[config.mk]
export PLATFORM = sky130hd
export DESIGN_NAME = spi_slave_rx
export DESIGN_NICKNAME = d
export VERILOG_FILES = /design/src/rtl/spi_pkg.sv /design/src/rtl/spi_sync_edge.sv /design/src/rtl/spi_slave_rx.sv
export SDC_FILE = /design/constraint.sdc
export NUM_CORES = 1
export LEC_CHECK = 0
export ABC_CLOCK_PERIOD_IN_PS = 2900
export BUFFER_PORTS_ARGS = -buffer_cell sky130_fd_sc_hd__buf_2
export CORE_ASPECT_RATIO = 1.25
export CORE_MARGIN = 8
export CORE_UTILIZATION = 40
export DETAILED_ROUTE_END_ITERATION = 7
export HOLD_SLACK_MARGIN = 0.08
export SETUP_SLACK_MARGIN = 0.4
export SLEW_MARGIN = 20
export SYNTH_ARGS = -nofsm -noshare
export SYNTH_HDL_FRONTEND = slang
export SYNTH_SLANG_ARGS = --single-unit
export TNS_END_PERCENT = 10
[constraint.sdc]
create_clock -name clk -period 2.9 [get_ports clk]
set_clock_uncertainty 0.1 [all_clocks]
set_input_delay 0.145 -clock clk [delete_from_list [all_inputs] [get_ports clk]]
set_output_delay 0.145 -clock clk [all_outputs]
set_load 0.03 [all_outputs]
[src/rtl/spi_pkg.sv]
// spi_pkg: shared state encoding and mode constants for the SPI slave receiver
package spi_pkg;
    typedef enum logic [1:0] {
        RESYNC = 2'b00,
        IDLE   = 2'b01,
        SHIFT  = 2'b10
    } state_t;
    localparam int DEF_DATA_W = 8;
    localparam logic SPI_CPOL = 1'b0;
    localparam logic SPI_CPHA = 1'b0;
endpackage

[src/rtl/spi_sync_edge.sv]
// spi_sync_edge: multi-flop synchronizer with single-cycle rise/fall pulses on the synced level
module spi_sync_edge #(
    parameter int STAGES = 2
) (
    input  logic clk,
    input  logic rst,
    input  logic d,
    output logic q,
    output logic rise,
    output logic fall
);
    logic [STAGES-1:0] sync;
    logic prev;
    always_ff @(posedge clk) begin
        if (rst) begin
            sync <= '0;
            prev <= 1'b0;
        end else begin
            sync <= {sync[STAGES-2:0], d};
            prev <= sync[STAGES-1];
        end
    end
    assign q    = sync[STAGES-1];
    assign rise = q & ~prev;
    assign fall = ~q & prev;
endmodule

[src/rtl/spi_slave_rx.sv]
// spi_slave_rx: oversampled SPI mode-0 slave; receives words with valid/ack handshake
// and shifts a reply word out on miso, flagging overrun on unconsumed words.
module spi_slave_rx
    import spi_pkg::*;
#(
    parameter int DATA_W      = DEF_DATA_W,
    parameter int SYNC_STAGES = 2,
    parameter int MSB_FIRST   = 1
) (
    input  logic              clk,
    input  logic              rst,
    input  logic              sclk,
    input  logic              mosi,
    input  logic              ss_n,
    output logic              miso,
    input  logic [DATA_W-1:0] tx_data,
    output logic [DATA_W-1:0] rx_data,
    output logic              rx_valid,
    input  logic              rx_ack,
    output logic              overrun,
    output logic              busy
);
    localparam int CW = $clog2(DATA_W + 1);
    localparam logic [CW-1:0] LAST = CW'(DATA_W - 1);

    state_t state;
    logic [CW-1:0] bit_cnt;
    logic [DATA_W-1:0] rx_shift, tx_shift, rx_next;
    logic sclk_s, sclk_rise, sclk_fall, ss_s, ss_rise, ss_fall, mosi_s, word_done;

    spi_sync_edge #(.STAGES(SYNC_STAGES)) u_sclk (
        .clk(clk), .rst(rst), .d(sclk), .q(sclk_s), .rise(sclk_rise), .fall(sclk_fall)
    );
    spi_sync_edge #(.STAGES(SYNC_STAGES)) u_ss (
        .clk(clk), .rst(rst), .d(ss_n), .q(ss_s), .rise(ss_rise), .fall(ss_fall)
    );
    spi_sync_edge #(.STAGES(SYNC_STAGES)) u_mosi (
        .clk(clk), .rst(rst), .d(mosi), .q(mosi_s), .rise(), .fall()
    );

    function automatic logic tx_bit(input logic [DATA_W-1:0] v);
        return (MSB_FIRST != 0) ? v[DATA_W-1] : v[0];
    endfunction

    function automatic logic [DATA_W-1:0] tx_adv(input logic [DATA_W-1:0] v);
        return (MSB_FIRST != 0) ? {v[DATA_W-2:0], 1'b0} : {1'b0, v[DATA_W-1:1]};
    endfunction

    assign rx_next   = (MSB_FIRST != 0) ? {rx_shift[DATA_W-2:0], mosi_s} : {mosi_s, rx_shift[DATA_W-1:1]};
    // a deselect in the same clk as an sclk edge suppresses the edge
    assign word_done = (state == SHIFT) && !ss_s && sclk_rise && (bit_cnt == LAST);

    // tx_shift holds the bits not yet driven; miso holds the bit currently on the wire
    always_ff @(posedge clk) begin
        if (rst) begin
            state    <= RESYNC;
            bit_cnt  <= '0;
            rx_shift <= '0;
            tx_shift <= '0;
            miso     <= 1'b0;
            rx_data  <= '0;
            rx_valid <= 1'b0;
            overrun  <= 1'b0;
            busy     <= 1'b0;
        end else begin
            case (state)
                RESYNC: if (ss_s) state <= IDLE;
                IDLE: if (ss_fall) begin
                    state    <= SHIFT;
                    busy     <= 1'b1;
                    bit_cnt  <= '0;
                    tx_shift <= tx_adv(tx_data);
                    miso     <= tx_bit(tx_data);
                end
                SHIFT: if (ss_s) begin
                    state   <= IDLE;
                    busy    <= 1'b0;
                    bit_cnt <= '0;
                    miso    <= 1'b0;
                end else if (sclk_rise) begin
                    rx_shift <= rx_next;
                    bit_cnt  <= (bit_cnt == LAST) ? '0 : bit_cnt + 1'b1;
                    if (bit_cnt == LAST) tx_shift <= tx_data;
                end else if (sclk_fall) begin
                    miso     <= tx_bit(tx_shift);
                    tx_shift <= tx_adv(tx_shift);
                end
                default: state <= RESYNC;
            endcase
            if (word_done && (!rx_valid || rx_ack)) begin
                rx_data  <= rx_next;
                rx_valid <= 1'b1;
            end else if (word_done) begin
                overrun <= 1'b1;
            end else if (rx_valid && rx_ack) begin
                rx_valid <= 1'b0;
            end
        end
    end
endmodule

==> results.tsv <==
metric	value	unit
outcome	finished, final reports clean	
syn_nets	224	
fmax	0.448	GHz
Clk pwr share	37.1	%
largest fanout on the critical path	13	
Clock Pin Slew Worst Setup and Hold Paths	0.08	ns
Die W	76.8	µm
RSZ-0062 raised after global routing	no	
Setup TNS Final	0	ns
pin count of the biggest net entering global routing	42	
max_cap viols	0	
pwr/cell area	646	nW/µm²
Crit-path slowest cell	dfxtp_1	
initial DRC count	72	
later-pin clock latency in the skew report	0.29	ns
Worst path top cell family by delay	buffers and inverters	
Yosys top cell area share	44.4	%
Nets	257	
Hold Crit Class	input pin to register	
Worst EP arrival	2.29	ns
setup slack after layout	0.666	ns
critical path type	register to register	
combinational share of power	20.6	%
IO Count	26	
CTS max path bufs	2	
vias in the first global route	1401	
core area	4430	µm²
Least-Margin Pin Slew	0.740	ns
Area contributors post-synth	dfxtp_1, mux2i_1, nor2_1	
hold_ws	0.162	ns
Slew HR	50.7	%
most frequent cells in the layout	dfxtp_1, nor2_1, buf_2	
Final Setup Violations	0	
cell count after placement	278	
PortBufs	25	
Startpoint Class	register	
DR DRC count	0	
vias per cell	4.84	
via count	1417	
# diodes	0	
total gr overflow	0	
drt total wl	3500	µm
Final Hold Fails	0	
GPL Wtd Cong	0.776	
internal power	1.06	mW
All-Layer GR Usage	10.3	%
DIE AREA	7060	µm²
Net Sw Frac	26.6	%
fin cells	293	
synthesized area	1850	µm²
CTS tree	done	
Area Growth Syn to Fin	21.7	%
EDFF count, synth	0	
cells after synthesis	201	
sequential fraction of the synthesis area	44.4	%
Post-CTS Resized	0	
ANT nets after route	0	
Final min period	2.23	ns
First-pass DRT Iterations	4	
Num CTS Buffers	5	
most common cell after layout, fill and taps aside	dfxtp_1	
initial core utilization	41.8	%
Critical Path RT	2.96	ns
critical path, cell by cell	inv_1 > ha_1 > buf_4 > and2_1 > a221oi_4 > buf_12 > mux2i_1 > nor2_1	
Util after Layout	50.8	%
WP buf/inv	3	
Net Switching	0.387	mW
Die H	92.0	µm
Synth warnings	0	
Final HPWL DP	2480	µm
Place WS	0.522	ns
antenna violations before repair	0	
Avg WL per Cell	11.9	µm
Tcrit/Tclk final	77.0	%
crit end category	register	
Reg power frac	42.3	%
crit-path max cell delay	0.41	ns
first-pass GRT wire length	6090	µm
clk sinks	41	
H-tree levels	2	
syn avg cell area	9.19	µm²
maximum VDD drop	0.360	mV
count of cell types in the netlist	30	
Leakage	0.889	nW
Slew Viols, Final	0	
clk root buf	clkbuf_8	
top_reg_cell synth	dfxtp_1	
cell taking the most area after synthesis	dfxtp_1	
register bit total from synthesis	41	
Synth async-reset ratio	0	%
fraction of layout cells with a size suffix above 1	17.4	%
Std-Cell Rows	27	
## registers in the layout, indices dropped and copies added, names as in the netlist, 2 cells and up
name         cells
bit_cnt          4
rx_data          8
rx_shift         7
state            2
tx_shift         8
u_mosi.sync      2
u_sclk.sync      2
u_ss.sync        2
## cells by family after synthesis
| family | Yosys count | share of synthesized area (%) |
|---|---|---|
| and+or+nand+nor | 81 | 22.2 |
| DFF | 41 | 44.4 |
| AOI/OAI and AO/OA | 30 | 11.0 |
| muxes | 24 | 13.0 |
| buffers and inverters | 16 | 3.25 |
| adders and majority gates | 9 | 6.09 |
## power by group through the flow
stage               logic, mW  clock network, mW  registers [mW]
finish                  0.299              0.538           0.615
global placement        0.288                  0           0.627
global route            0.333              0.578           0.619
floorplan               0.212                  0           0.636
CTS                     0.294              0.558           0.614
detailed placement      0.287                  0           0.628
## through the flow
step                      total power [mW]  instance area (µm²)
after global placement               0.916                 2030
final                                 1.45                 2250
after floorplan                      0.847                 1850
after detailed placement             0.915                 2030
after global routing                  1.53                 2250
after CTS                             1.47                 2230
## worst register-to-register path: cells and delay by family (launching register included)
family | cells | cell delay, ns
fa+ha+maj | 1 | 0.36
mux | 1 | 0.21
flops | 1 | 0.41
buf+inv | 3 | 0.51
compound gates | 1 | 0.28
simple gates | 2 | 0.25
## per-layer routing
layer | wire (µm) | up-vias | part of all wire (%) | track usage, %
met5 | 0 | - | 0 | 0
met4 | 35 | 0 | 1.0 | 3.38
met3 | 175 | 5 | 5.0 | 4.49
met2 | 1610 | 25 | 46 | 17.4
met1 | 1680 | 635 | 48 | 11.4
li1 | - | 752 | - | -
## cells in the mapped netlist, drive strengths merged (4+ instances only)
cell type  number
dfxtp          41
nor2           34
mux2i          24
a21oi          20
nand2          12
nand3          11
ha              9
nor2b           8
clkbuf          7
inv             7
nand2b          5
nand3b          4
## final timing paths
kind | endpoint | slack [ns] | cells past startpoint | from
hold reg to reg | u_sclk.sync[1] | 0.34 | 1 | u_sclk.sync[0]
setup reg to reg | tx_shift[7] | 0.67 | 8 | state[0]
hold / removal | tx_shift[6] | 0.16 | 5 | tx_data[5]
setup / recovery | tx_shift[7] | 0.67 | 8 | state[0]
## layout make-up
type | count | area (µm²)
Fill cell | 435 | 2180
Clock inverter | 3 | 65.1
Inverter | 7 | 26.3
Tap cell | 58 | 72.6
Multi-Input combinational cell | 144 | 967
Clock buffer | 5 | 68.8
Sequential cell | 41 | 821
Timing Repair Buffer | 35 | 228
## repair_timing
item	4_1_cts	5_1_grt
hold buffers	6	0
setup endpoints to repair	0	8
buffers inserted	0	1
endpoints found under the hold margin	6	0
(Power assumes the default switching activity.)
